==> config.mk <==
export PLATFORM = sky130hd
export DESIGN_NAME = cla_clk
export DESIGN_NICKNAME = d
export VERILOG_FILES = /design/src/rtl/cla_pkg.sv /design/src/rtl/cla32.sv /design/src/rtl/clb4.sv /design/src/rtl/cla_clk.sv
export SDC_FILE = /design/constraint.sdc
export NUM_CORES = 1
export LEC_CHECK = 0
export CAP_MARGIN = 20
export CORE_ASPECT_RATIO = 1.1
export CORE_MARGIN = 3
export CORE_UTILIZATION = 50
export DETAILED_ROUTE_END_ITERATION = 10
export DONT_BUFFER_PORTS = 1
export SKIP_CTS_REPAIR_TIMING = 1
export SYNTH_ARGS = -nofsm -noshare
export SYNTH_HDL_FRONTEND = slang
export SYNTH_SLANG_ARGS = --single-unit
==> constraint.sdc <==
create_clock -name clk -period 3.84 [get_ports clk]
set_input_delay 0.768 -clock clk [delete_from_list [all_inputs] [get_ports clk]]
set_output_delay 0.768 -clock clk [all_outputs]
set_load 0.01 [all_outputs]
==> src/rtl/cla_pkg.sv <==
// Shared constants and types for the registered carry-lookahead adder.
package cla_pkg;
  localparam int unsigned CLA_WIDTH = 32;
  localparam int unsigned CLA_GROUP = 4;

  typedef logic [CLA_WIDTH-1:0] cla_operand_t;
endpackage : cla_pkg

==> src/rtl/cla32.sv <==
// Combinational WIDTH-bit carry-lookahead adder built from clb4 groups.
module cla32
  import cla_pkg::*;
#(
  parameter int unsigned WIDTH = CLA_WIDTH
) (
  input  logic [WIDTH-1:0] a,
  input  logic [WIDTH-1:0] b,
  input  logic             ci,
  output logic [WIDTH-1:0] s,
  output logic             co
);

  localparam int unsigned NG = WIDTH / CLA_GROUP;

  logic [NG:0]   gc;
  logic [NG-1:0] gg;
  logic [NG-1:0] gp;

  assign gc[0] = ci;

  for (genvar k = 0; k < NG; k++) begin : g_grp
    clb4 u_clb4 (
      .a  (a[k*CLA_GROUP +: CLA_GROUP]),
      .b  (b[k*CLA_GROUP +: CLA_GROUP]),
      .ci (gc[k]),
      .s  (s[k*CLA_GROUP +: CLA_GROUP]),
      .gg (gg[k]),
      .gp (gp[k])
    );
    assign gc[k+1] = gg[k] | (gp[k] & gc[k]);
  end

  assign co = gc[NG];

endmodule : cla32

==> src/rtl/clb4.sv <==
// 4-bit carry-lookahead group: fully expanded internal carries plus
// group generate/propagate for the next lookahead level.
module clb4
  import cla_pkg::*;
(
  input  logic [CLA_GROUP-1:0] a,
  input  logic [CLA_GROUP-1:0] b,
  input  logic                 ci,
  output logic [CLA_GROUP-1:0] s,
  output logic                 gg,
  output logic                 gp
);

  logic [3:0] g;
  logic [3:0] p;
  logic [3:0] c;

  assign g = a & b;
  assign p = a ^ b;

  // Each carry is a flat sum of products from ci, so there is no ripple path.
  assign c[0] = ci;
  assign c[1] = g[0] | (p[0] & ci);
  assign c[2] = g[1] | (p[1] & g[0]) | (p[1] & p[0] & ci);
  assign c[3] = g[2] | (p[2] & g[1]) | (p[2] & p[1] & g[0])
              | (p[2] & p[1] & p[0] & ci);

  assign gg = g[3] | (p[3] & g[2]) | (p[3] & p[2] & g[1])
            | (p[3] & p[2] & p[1] & g[0]);
  assign gp = &p;

  assign s = p ^ c;

endmodule : clb4

==> src/rtl/cla_clk.sv <==
// Registered CLA adder: input registers, cla32 core, output registers
// (two-edge latency, one operand set per cycle).
module cla_clk
  import cla_pkg::*;
#(
  parameter int unsigned WIDTH = CLA_WIDTH
) (
  input  logic             clk,
  input  logic             reset,
  input  logic [WIDTH-1:0] a,
  input  logic [WIDTH-1:0] b,
  input  logic             ci,
  output logic [WIDTH-1:0] s,
  output logic             co
);

  logic [WIDTH-1:0] ra_q;
  logic [WIDTH-1:0] rb_q;
  logic             rci_q;
  logic [WIDTH-1:0] s_d;
  logic             co_d;
  logic [WIDTH-1:0] s_q;
  logic             co_q;

  always_ff @(posedge clk or posedge reset) begin
    if (reset) begin
      ra_q  <= '0;
      rb_q  <= '0;
      rci_q <= 1'b0;
    end else begin
      ra_q  <= a;
      rb_q  <= b;
      rci_q <= ci;
    end
  end

  cla32 #(.WIDTH(WIDTH)) u_cla32 (
    .a  (ra_q),
    .b  (rb_q),
    .ci (rci_q),
    .s  (s_d),
    .co (co_d)
  );

  always_ff @(posedge clk or posedge reset) begin
    if (reset) begin
      s_q  <= '0;
      co_q <= 1'b0;
    end else begin
      s_q  <= s_d;
      co_q <= co_d;
    end
  end

  assign s  = s_q;
  assign co = co_q;

endmodule : cla_clk

==> impl_metrics.ini <==
[outcome]
status = complete, no violations

[finish]
layout_common_cells = 98 x dfrtp_1, 32 x ha_1, 16 x xor2_1
drive_gt1_share_pct = 12.41
fill_cells = 577
n_antenna_cell = 0
finish.utilization_pct = 57.45
final_common_cell = dfrtp_1
syn2layout_area_growth_pct = 8.137
stdcell_count = 359
nets = 376

[critical_path]
critical_path.most_common_cell = o21ai_1
cp-end-kind = flip-flop
max_stage_delay_ns = 0.38
startpoint_type = flip-flop
worstPathArrival_ns = 2.82
cp_slowest_cell = fa_1
worstPathRequired_ns = 4.08
path_buf_inv = 0
cp_top_family = compound AO/OA/AOI/OAI gates
path_class = reg -> reg
critPathMaxFanout = 3
crit_chain = ha_1 -> a21oi_1 -> o21a_1 -> nor2_1 -> a211oi_2 -> o21ai_1 -> o21ai_1 -> nand2b_1 -> fa_1 -> xor2_1

[timing]
layout_min_cycle_time_ns = 2.581
maxSlewViolCount = 0
grt_setup_unrepaired = no
hold_slack_ns = 0.4384
tightest_slew_ns = 0.8703
period_share_pct = 67.21
hold_viol = 0
setup_viol = 0
clock_skew_ns = 0.01395
max_freq_ghz = 0.3874
finalSetupTns_ns = 0
slew_headroom_pct = 41.98

[cts]
clk_path_buf_depth = 2
cts_tree = yes
clock_latency_ns = 0.35
cts_sinks = 98
cts_buffers = 9
cts_root_buf = clkbuf_8
htree_levels = 3
path_clk_slew_ns = 0.09

[detailed_routing]
ant_nets = 0
first_iter_violations = 52
vias_per_cell = 5.301
dr.pass1.iters = 4
routedWlPerCell_microns = 16.29
via_count = 1903
routed_wl_mm = 5.848
remaining_drc_errors = 0

[min_path]
hold_path.class = in -> reg

[placed_design]
place_congestion = 0.7636
post-dp-hpwl_mm = 4.408
placed_cells = 343
port_buffers = 0

[global_route]
grt_use_met3_pct = 4.979
antenna_found_initial = 0
use_met2_pct = 23.14
grt_pass1_wl_mm = 9.770
grt_max_degree = 76
track_usage_pct = 14.79
grt_overflow = 0
grt_util_met1_pct = 18.61
busiest_layer = met2
grt_pass1_vias = 2098

[flow_run]
maxCapViolations = 0

[synth]
yosysWarnings = 0
ys_seq_area_share_pct = 64.05
ys_types = 34
netlist_area_sq_um = 3829
ys_ff_latch = 98
synth_top_area_share_pct = 64.05
syn_nets = 363
synth_area_leaders = dfrtp_1 64%, ha_1 10%, fa_1 4.2%, xor2_1 3.7%, a21o_1 2.4%
yosys.area.top_type = dfrtp_1
synth_area_per_cell_sq_um = 14.96
syn_inst = 256

[floorplan]
die-width_microns = 89.44
coreArea_sq_um = 7207
start_util_pct = 53.13
die_area_sq_um = 8745
rows = 32
die_height_microns = 97.78
ioPinCount = 100

[pwr]
p_leak_nw = 1.948
irDropWorstVdd_mv = 0.2189
powerDensity_nw_per_um2 = 504.8
total_power_mw = 2.090
## where the power goes
group	total (mW)	internal (mW)	leakage, nW	switching (mW)
Sequential	1.23	1.14	1.14	0.0862
Combinational	0.232	0.102	0.723	0.130
Clock	0.631	0.302	0.0828	0.329
## metal layers
layer | routed length (microns) | share of wire (%)
met5 | 0 | 0
met2 | 2850 | 49
met4 | 61 | 1.0
met3 | 493 | 8.4
met1 | 2443 | 42
## sequential cells by signal (all words and copies together) (netlist names)
signal,cells
rb_q,32
rci_q,1
s,32
co,1
ra_q,32
## worst paths after layout
check,start,end,slack (ns),cells past startpoint
min in group asynchronous,reset,ra_q[31],0.47,1
max in group asynchronous,reset,ra_q[24],2.63,2
max,ra_q[13],s[29],1.26,10
min,b[28],rb_q[28],0.44,0
min reg2reg,rb_q[16],s[16],0.57,1
max reg2reg,ra_q[13],s[29],1.26,10
## synth_stat cells (all sizes together)
cell type / count
nor2: 7
and4: 1
nand2b: 1
a21boi: 1
xnor2: 8
ha: 32
a21o: 13
o21a: 1
a31oi: 1
and3: 2
o31a: 1
nand2: 12
and2: 1
fa: 8
xor2: 16
nor3: 2
nand3: 5
o21bai: 7
dfrtp: 98
inv: 9
a211oi: 3
nor2b: 1
a31o: 2
nand4: 2
o21ai: 7
a21oi: 15
## cell families after synthesis
logic type,synth area share (%)
adder cells (fa/ha/maj),14.64
flip-flops,64.05
XOR/XNOR,5.490
AND/OR/NAND/NOR,4.510
AO/OA/AOI/OAI,10.43
buffers and inverters,0.8823
## per-stage QoR
stage,cell area [sq um],setup WS [ns]
finish,4140,1.259
global route,4140,1.056
CTS,4140,1.220
detailed placement,3953,1.224
global placement,3953,1.232
floorplan,3829,0.5099
## worst register-to-register path: stages (launching register included)
cell and delay (ns):
dfrtp_1 0.37, ha_1 0.33, a21oi_1 0.21, o21a_1 0.20
nor2_1 0.06, a211oi_2 0.27, o21ai_1 0.14, o21ai_1 0.26
nand2b_1 0.11, fa_1 0.38, xor2_1 0.15
## area by class of cell
type	count	area, sq um	share of cell area, %
sequential	98	2452	59.23
clock inverter	4	52.55	1.269
timing repair buffer	2	15.01	0.3626
tap	85	106.4	2.569
clock buffer	12	135.1	3.264
multi-input combinational	149	1343	32.43
inverter	9	36.28	0.8764
(Power assumes the default switching activity.)
